--- config.mk ---
export PLATFORM = sky130hd
export DESIGN_NAME = if_ent_arbiter
export DESIGN_NICKNAME = d
export VERILOG_FILES = /design/src/rtl/if_ent_arbiter.sv
export SDC_FILE = /design/constraint.sdc
export NUM_CORES = 1
export LEC_CHECK = 0
export ABC_AREA = 1
export BUFFER_PORTS_ARGS = -buffer_cell sky130_fd_sc_hd__buf_2
export CAP_MARGIN = 20
export CORE_AREA = 2 2 86 88
export DETAILED_ROUTE_END_ITERATION = 8
export DIE_AREA = 0 0 88 90
export PLACE_DENSITY_LB_ADDON = 0.05
export SLEW_MARGIN = 20
export SYNTH_ARGS = -nofsm -noshare
export SYNTH_HDL_FRONTEND = slang
export SYNTH_SLANG_ARGS = --single-unit
export TNS_END_PERCENT = 30
--- constraint.sdc ---
create_clock -name clk -period 1.6 [get_ports clk]
set_clock_uncertainty 0.1 [all_clocks]
set_input_delay 0.32 -clock clk [delete_from_list [all_inputs] [get_ports clk]]
set_output_delay 0.32 -clock clk [all_outputs]
set_load 0.01 [all_outputs]
--- src/rtl/if_ent_arbiter.sv ---
// ---------------------------------------------------------------------------
// if_ent_arbiter
//
// Shares a single 8-bit IfEnt-style compute datapath (dp_a, dp_b -> dp_xout)
// between NREQ requesters. Requests are granted round-robin. One transaction
// is in flight at a time: IDLE -> ISSUE -> WAIT (DP_LAT cycles) -> RESP.
// The captured result is tagged with the owning requester's index.
//
// Parameters
//   NREQ    number of requesters, 2..8
//   DP_LAT  cycles from dp_a/dp_b driven to dp_xout valid, 1..15
//
// Ports
//   clk        clock, rising edge
//   rst_n      asynchronous active-low reset
//   req_valid  [NREQ]    per-requester operand valid
//   req_a      [8*NREQ]  operand A, requester i in bits [8*i+7:8*i]
//   req_b      [8*NREQ]  operand B, same packing
//   req_ready  [NREQ]    one-hot accept pulse to the granted requester
//   dp_a/dp_b  [8]       registered operands to the datapath
//   dp_xout    [8]       datapath result
//   rsp_valid            result valid, held until rsp_ready
//   rsp_data   [8]       captured dp_xout
//   rsp_id     [3]       requester index owning rsp_data
//   rsp_ready            response consumer ready
//   stat_cnt   [16]      completed-transaction count
//
// Build option
//   IF_ARB_STATS_EN  when defined, stat_cnt counts response handshakes and
//                    saturates at 16'hFFFF; otherwise stat_cnt is tied to 0.
// ---------------------------------------------------------------------------
module if_ent_arbiter #(
  parameter int NREQ   = 4,
  parameter int DP_LAT = 1
) (
  input  logic              clk,
  input  logic              rst_n,
  input  logic [NREQ-1:0]   req_valid,
  input  logic [8*NREQ-1:0] req_a,
  input  logic [8*NREQ-1:0] req_b,
  output logic [NREQ-1:0]   req_ready,
  output logic [7:0]        dp_a,
  output logic [7:0]        dp_b,
  input  logic [7:0]        dp_xout,
  output logic              rsp_valid,
  output logic [7:0]        rsp_data,
  output logic [2:0]        rsp_id,
  input  logic              rsp_ready,
  output logic [15:0]       stat_cnt
);

  if (NREQ < 2 || NREQ > 8) begin : g_bad_nreq
    $error("if_ent_arbiter: NREQ=%0d outside 2..8", NREQ);
  end
  if (DP_LAT < 1 || DP_LAT > 15) begin : g_bad_lat
    $error("if_ent_arbiter: DP_LAT=%0d outside 1..15", DP_LAT);
  end

  typedef enum logic [1:0] {IDLE, ISSUE, WAIT, RESP} state_t;

  localparam logic [3:0] NREQ_W   = 4'(NREQ);
  localparam logic [3:0] LAT_LOAD = 4'(DP_LAT - 1);

  state_t      state_reg, state_next;
  logic [2:0]  rr_reg;
  logic [2:0]  grant_reg;
  logic [3:0]  cnt_reg;
  logic [7:0]  dp_a_reg, dp_b_reg;
  logic        rsp_valid_reg;
  logic [7:0]  rsp_data_reg;
  logic [2:0]  rsp_id_reg;

  logic        issue, capture, rsp_hs;
  logic [2:0]  grant_sel;
  logic [3:0]  scan_idx;
  logic        found;
  logic [3:0]  grant_inc;
  logic [2:0]  rr_wrap;

  // Operand slices padded to 8 entries so a 3-bit grant can index them
  // directly regardless of NREQ.
  logic [7:0]  a_arr [8];
  logic [7:0]  b_arr [8];
  logic [15:0] valid_pad;

  genvar gi;
  generate
    for (gi = 0; gi < 8; gi++) begin : g_slice
      if (gi < NREQ) begin : g_used
        assign a_arr[gi] = req_a[8*gi +: 8];
        assign b_arr[gi] = req_b[8*gi +: 8];
      end else begin : g_pad
        assign a_arr[gi] = 8'h00;
        assign b_arr[gi] = 8'h00;
      end
    end
  endgenerate

  assign valid_pad = 16'(req_valid);

  // Round-robin pick: first valid requester at or after rr_reg, wrapping.
  always_comb begin
    grant_sel = rr_reg;
    scan_idx  = 4'd0;
    found     = 1'b0;
    for (int k = 0; k < NREQ; k++) begin
      scan_idx = {1'b0, rr_reg} + 4'(k);
      if (scan_idx >= NREQ_W) scan_idx = scan_idx - NREQ_W;
      if (!found && valid_pad[scan_idx]) begin
        found     = 1'b1;
        grant_sel = scan_idx[2:0];
      end
    end
  end

  assign grant_inc = {1'b0, grant_reg} + 4'd1;
  assign rr_wrap   = (grant_inc >= NREQ_W) ? 3'd0 : grant_inc[2:0];

  // Next-state and strobes
  always_comb begin
    state_next = state_reg;
    issue      = 1'b0;
    capture    = 1'b0;
    rsp_hs     = 1'b0;
    req_ready  = '0;
    case (state_reg)
      IDLE: begin
        if (|req_valid) state_next = ISSUE;
      end
      ISSUE: begin
        issue = 1'b1;
        for (int k = 0; k < NREQ; k++) begin
          req_ready[k] = (grant_reg == 3'(k));
        end
        state_next = WAIT;
      end
      WAIT: begin
        if (cnt_reg == 4'd0) begin
          capture    = 1'b1;
          state_next = RESP;
        end
      end
      RESP: begin
        if (rsp_ready) begin
          rsp_hs     = 1'b1;
          state_next = IDLE;
        end
      end
      default: state_next = IDLE;
    endcase
  end

  always_ff @(posedge clk or negedge rst_n) begin
    if (!rst_n) begin
      state_reg     <= IDLE;
      rr_reg        <= 3'd0;
      grant_reg     <= 3'd0;
      cnt_reg       <= 4'd0;
      dp_a_reg      <= 8'h00;
      dp_b_reg      <= 8'h00;
      rsp_valid_reg <= 1'b0;
      rsp_data_reg  <= 8'h00;
      rsp_id_reg    <= 3'd0;
    end else begin
      state_reg <= state_next;
      if (state_reg == IDLE && (|req_valid)) grant_reg <= grant_sel;
      if (issue) begin
        dp_a_reg <= a_arr[grant_reg];
        dp_b_reg <= b_arr[grant_reg];
        cnt_reg  <= LAT_LOAD;
      end else if (state_reg == WAIT && cnt_reg != 4'd0) begin
        cnt_reg <= cnt_reg - 4'd1;
      end
      if (capture) begin
        rsp_data_reg  <= dp_xout;
        rsp_id_reg    <= grant_reg;
        rsp_valid_reg <= 1'b1;
      end
      if (rsp_hs) begin
        rsp_valid_reg <= 1'b0;
        rr_reg        <= rr_wrap;
      end
    end
  end

  assign dp_a      = dp_a_reg;
  assign dp_b      = dp_b_reg;
  assign rsp_valid = rsp_valid_reg;
  assign rsp_data  = rsp_data_reg;
  assign rsp_id    = rsp_id_reg;

`ifdef IF_ARB_STATS_EN
  logic [15:0] stat_reg;
  always_ff @(posedge clk or negedge rst_n) begin
    if (!rst_n) begin
      stat_reg <= 16'h0000;
    end else if (rsp_hs && stat_reg != 16'hFFFF) begin
      stat_reg <= stat_reg + 16'd1;
    end
  end
  assign stat_cnt = stat_reg;
`else
  assign stat_cnt = 16'h0000;
`endif

endmodule
==> impl_metrics.csv <==
group,metric,value,unit
logic_synthesis,yosys.area_share.simple,0.266,
grt,first_global_vias,2462,
floorplanning,io-pin-count,127,
floorplanning,core_region_area,7020,sq um
clock_tree,root_buffer_cell,"sky130_fd_sc_hd__clkbuf_8",
timing,worst_hold_slack,0.150,ns
pwr,p_leak,1.96,nW
routing,route.layer.met1.wl,3160,um
logic_synthesis,synth_cells,345,
routing,num_vias,2700,
logic_synthesis,synth_sequential_area_ratio,0.386,
timing,min_period,1.71,ns
floorplanning,placement_rows,31,
worst_setup_path,cp_endpoint_kind,"output port",
logic_synthesis,postSynthRegisterBits,40,
worst_setup_path,critical_path.startpoint_type,"register",
floorplanning,die-width,88,um
cells_and_area,finish.net_count,572,
logic_synthesis,synth.area.mux_share,0.0347,
timing,achievable-frequency,0.584,GHz
clock_tree,ctsHtreeMaxLevel,2,
cells_and_area,antennaDiodeCount,0,
worst_setup_path,cp_max_fo,4,
timing,layout_setup_ws,-0.112,ns
pwr,power.density_cell_area,1870,nW/um^2
routing,wl_met3,381,um
logic_synthesis,ys_types,28,
clock_tree,cts_tree,"yes",
logic_synthesis,synth_top_cells_by_area,"sky130_fd_sc_hd__dfrtp_1 (39%), sky130_fd_sc_hd__nand2_1 (9.1%), sky130_fd_sc_hd__o21ai_0 (7.3%)",
clock_tree,numCtsBuffers,5,
grt,largest_net_degree_at_the_start_of_global_routing,25,
routing,first_pass_iters,4,
routing,route.detailed.drc,0,
clock_tree,cts.clk_slew.worst_paths,0.09,ns
grt,gr-usage-all-layers,0.182,
grt,grt_remaining_overflow,0,
logic_synthesis,compound_gate_portion_of_the_synthesized_area,0.136,
flow_run,drv_cap,0,
timing,final-max-slew-violation-count,0,
pwr,vdd.ir_drop.worst,0.864,mV
logic_synthesis,synth_warnings,0,
routing,viasPerCell,4.65,
routing,top_layer,"met4",
logic_synthesis,synth_top_family_by_area,"simple AND/OR/NAND/NOR gates",
routing,finalWirelength,7300,um
timing,finalSetupViolCount,6,
cells_and_area,post_route_cells_drive_above_1_share,0.434,
logic_synthesis,synth-adder-area-share,0.0579,
timing,report.final.hold_viol_count,0,
floorplanning,fp.dieH,90,um
routing,wire_per_inst,12.6,um
worst_hold_path,worst_hold_path_type,"in2reg",
pwr,report.power.total,7.02,mW
worst_setup_path,worstPathArrival,1.29,ns
routing,drt_iter0_markers,102,
worst_setup_path,worst_ep_required_time,1.18,ns
timing,timing.final.crit_share,1.07,
logic_synthesis,synthesis.area,2590,sq um
clock_tree,cts.sinks,40,
worst_setup_path,critical_path_class,"reg2out",
timing,grt_setup_unrepaired,"yes",
logic_synthesis,synth_largest_area_cell,"sky130_fd_sc_hd__dfrtp_1",
logic_synthesis,post_synth_xor_area_fraction,0,
logic_synthesis,synth_top_area_frac,0.386,
placement,detailed_placement_wirelength_estimate,5490,um
floorplanning,floorplan.die_area,7920,sq um
cells_and_area,fin_util,0.535,
placement,io_buffer_count,110,
clock_tree,clockBufferDepth,2,
clock_tree,clk-insertion-delay-late,0.30,ns
routing,met2WireLength,3630,um
grt,first_pass_grt_wire_length,11600,um
outcome,violations,"negative setup slack",
floorplanning,initial_core_util,0.369,
grt,antenna_found_initial,0,
cells_and_area,area.growth.synth_to_final,44.9,%
logic_synthesis,postSynthAreaPerCell,7.52,sq um
placement,gp_routability_congestion,0.821,
routing,antenna_left,0,
outcome,run_status,"finished, violations left",
-- area by class of cell --
class,count,area (sq um)
timing repair buffer,147,871
sequential,40,1000
clock buffer,5,68.8
inverter,27,114
clock inverter,3,47.5
tap,99,124
multi-input combinational,260,1530
fill,715,3260
-- repair_timing --
action / CTS / global route
hold endpoints to repair: 16 / 0
hold buffers: 1 / 0
gates resized for setup: 13 / 46
endpoints found under the setup margin: 15 / 25
buffers inserted: 5 / 6
pin swaps: 4 / 9
-- power by group --
group | internal, mW | total (mW) | switching, mW | leakage, nW
Sequential | 1.44 | 1.71 | 0.271 | 0.498
Clock | 0.470 | 0.856 | 0.386 | 0.0583
Combinational | 1.97 | 4.45 | 2.49 | 1.41
Total | 3.88 | 7.02 | 3.14 | 1.96
-- per-layer routing --
metal,up-vias,track usage
met5,-,0
met4,0,0.0487
met3,11,0.0340
met2,79,0.312
met1,1227,0.232
li1,1383,-
-- synth_stat cells --
master and instances:
sky130_fd_sc_hd__clkbuf_1 9, sky130_fd_sc_hd__inv_1 25, sky130_fd_sc_hd__a31oi_1 1, sky130_fd_sc_hd__ha_1 12, sky130_fd_sc_hd__nand2_2 6, sky130_fd_sc_hd__o22ai_1 16, sky130_fd_sc_hd__a21oi_2 1, sky130_fd_sc_hd__o21ai_1 2
sky130_fd_sc_hd__buf_2 6, sky130_fd_sc_hd__nand3_2 3, sky130_fd_sc_hd__nand2_1 63, sky130_fd_sc_hd__clkbuf_2 1, sky130_fd_sc_hd__a21oi_1 6, sky130_fd_sc_hd__nor3_1 1, sky130_fd_sc_hd__buf_4 16, sky130_fd_sc_hd__nor2_1 48
sky130_fd_sc_hd__mux2_2 8, sky130_fd_sc_hd__o21ai_0 38, sky130_fd_sc_hd__nand4_1 2, sky130_fd_sc_hd__clkinv_1 1, sky130_fd_sc_hd__conb_1 1, sky130_fd_sc_hd__nor2_4 1, sky130_fd_sc_hd__a211oi_1 1, sky130_fd_sc_hd__inv_6 1
sky130_fd_sc_hd__nand3_1 34, sky130_fd_sc_hd__dfrtp_1 40, sky130_fd_sc_hd__nor4_1 1, sky130_fd_sc_hd__buf_6 1
-- worst max-delay path, cell delays in order, from the launching register on --
cell	delay (ns)
sky130_fd_sc_hd__dfrtp_2	0.47
sky130_fd_sc_hd__buf_6	0.14
sky130_fd_sc_hd__ha_2	0.17
sky130_fd_sc_hd__inv_1	0.06
sky130_fd_sc_hd__nor2_2	0.03
sky130_fd_sc_hd__buf_2	0.13
-- metrics by stage --
step / instances / worst slack [ns] / instance area [sq um] / setup TNS [ns]
2_1_floorplan: 360 / -0.00996 / 2670 / -0.0159
3_3_place_gp: 561 / 0.0361 / 3340 / 0
3_5_place_dp: 561 / -0.0139 / 3340 / -0.0275
4_1_cts: 575 / -0.122 / 3540 / -0.542
5_1_grt: 581 / -0.170 / 3760 / -0.991
6_report: 581 / -0.112 / 3760 / -0.490
-- kinds of logic after synthesis --
logic type                 Yosys count
and+or+nand+nor                    159
AOI/OAI and AO/OA                   65
buffers and inverters               60
DFF                                 40
adders and majority gates           12
muxes                                8
other                                1
-- layout by cell type, fill, tap and decap left out, drive strengths merged --
| cell type | Yosys | layout |
|---|---|---|
| buf | 23 | 146 |
| nand2 | 69 | 69 |
| nor2 | 49 | 49 |
| dfrtp | 40 | 40 |
| o21ai | 40 | 40 |
| nand3 | 37 | 37 |
| inv | 26 | 25 |
| o22ai | 16 | 16 |
| conb | 1 | 16 |
| ha | 12 | 12 |
| mux2 | 8 | 8 |
| a21oi | 7 | 7 |
| clkbuf | 10 | 5 |
| clkinv | 1 | 4 |
| nand4 | 2 | 2 |
| a211oi | 1 | 1 |
| nor4 | 1 | 1 |
| nor3 | 1 | 1 |
| a31oi | 1 | 1 |
| bufinv | 0 | 1 |
| dlygate4sd3 | 0 | 1 |
-- worst paths after layout --
path	start	to	slack, ns	cells past startpoint
worst min-delay path	dp_xout[1]	rsp_data[1]	0.15	2
min in group asynchronous	rst_n	state_reg[1]	0.39	2
worst max register to register	rr_reg[0]	grant_reg[0]	-0.06	11
worst max-delay path	grant_reg[0]	req_ready[1]	-0.11	5
worst min register to register	dp_b[1]	dp_b[1]	0.38	2
max in group asynchronous	rst_n	grant_reg[0]	0.52	3
(Power assumes the default switching activity.)
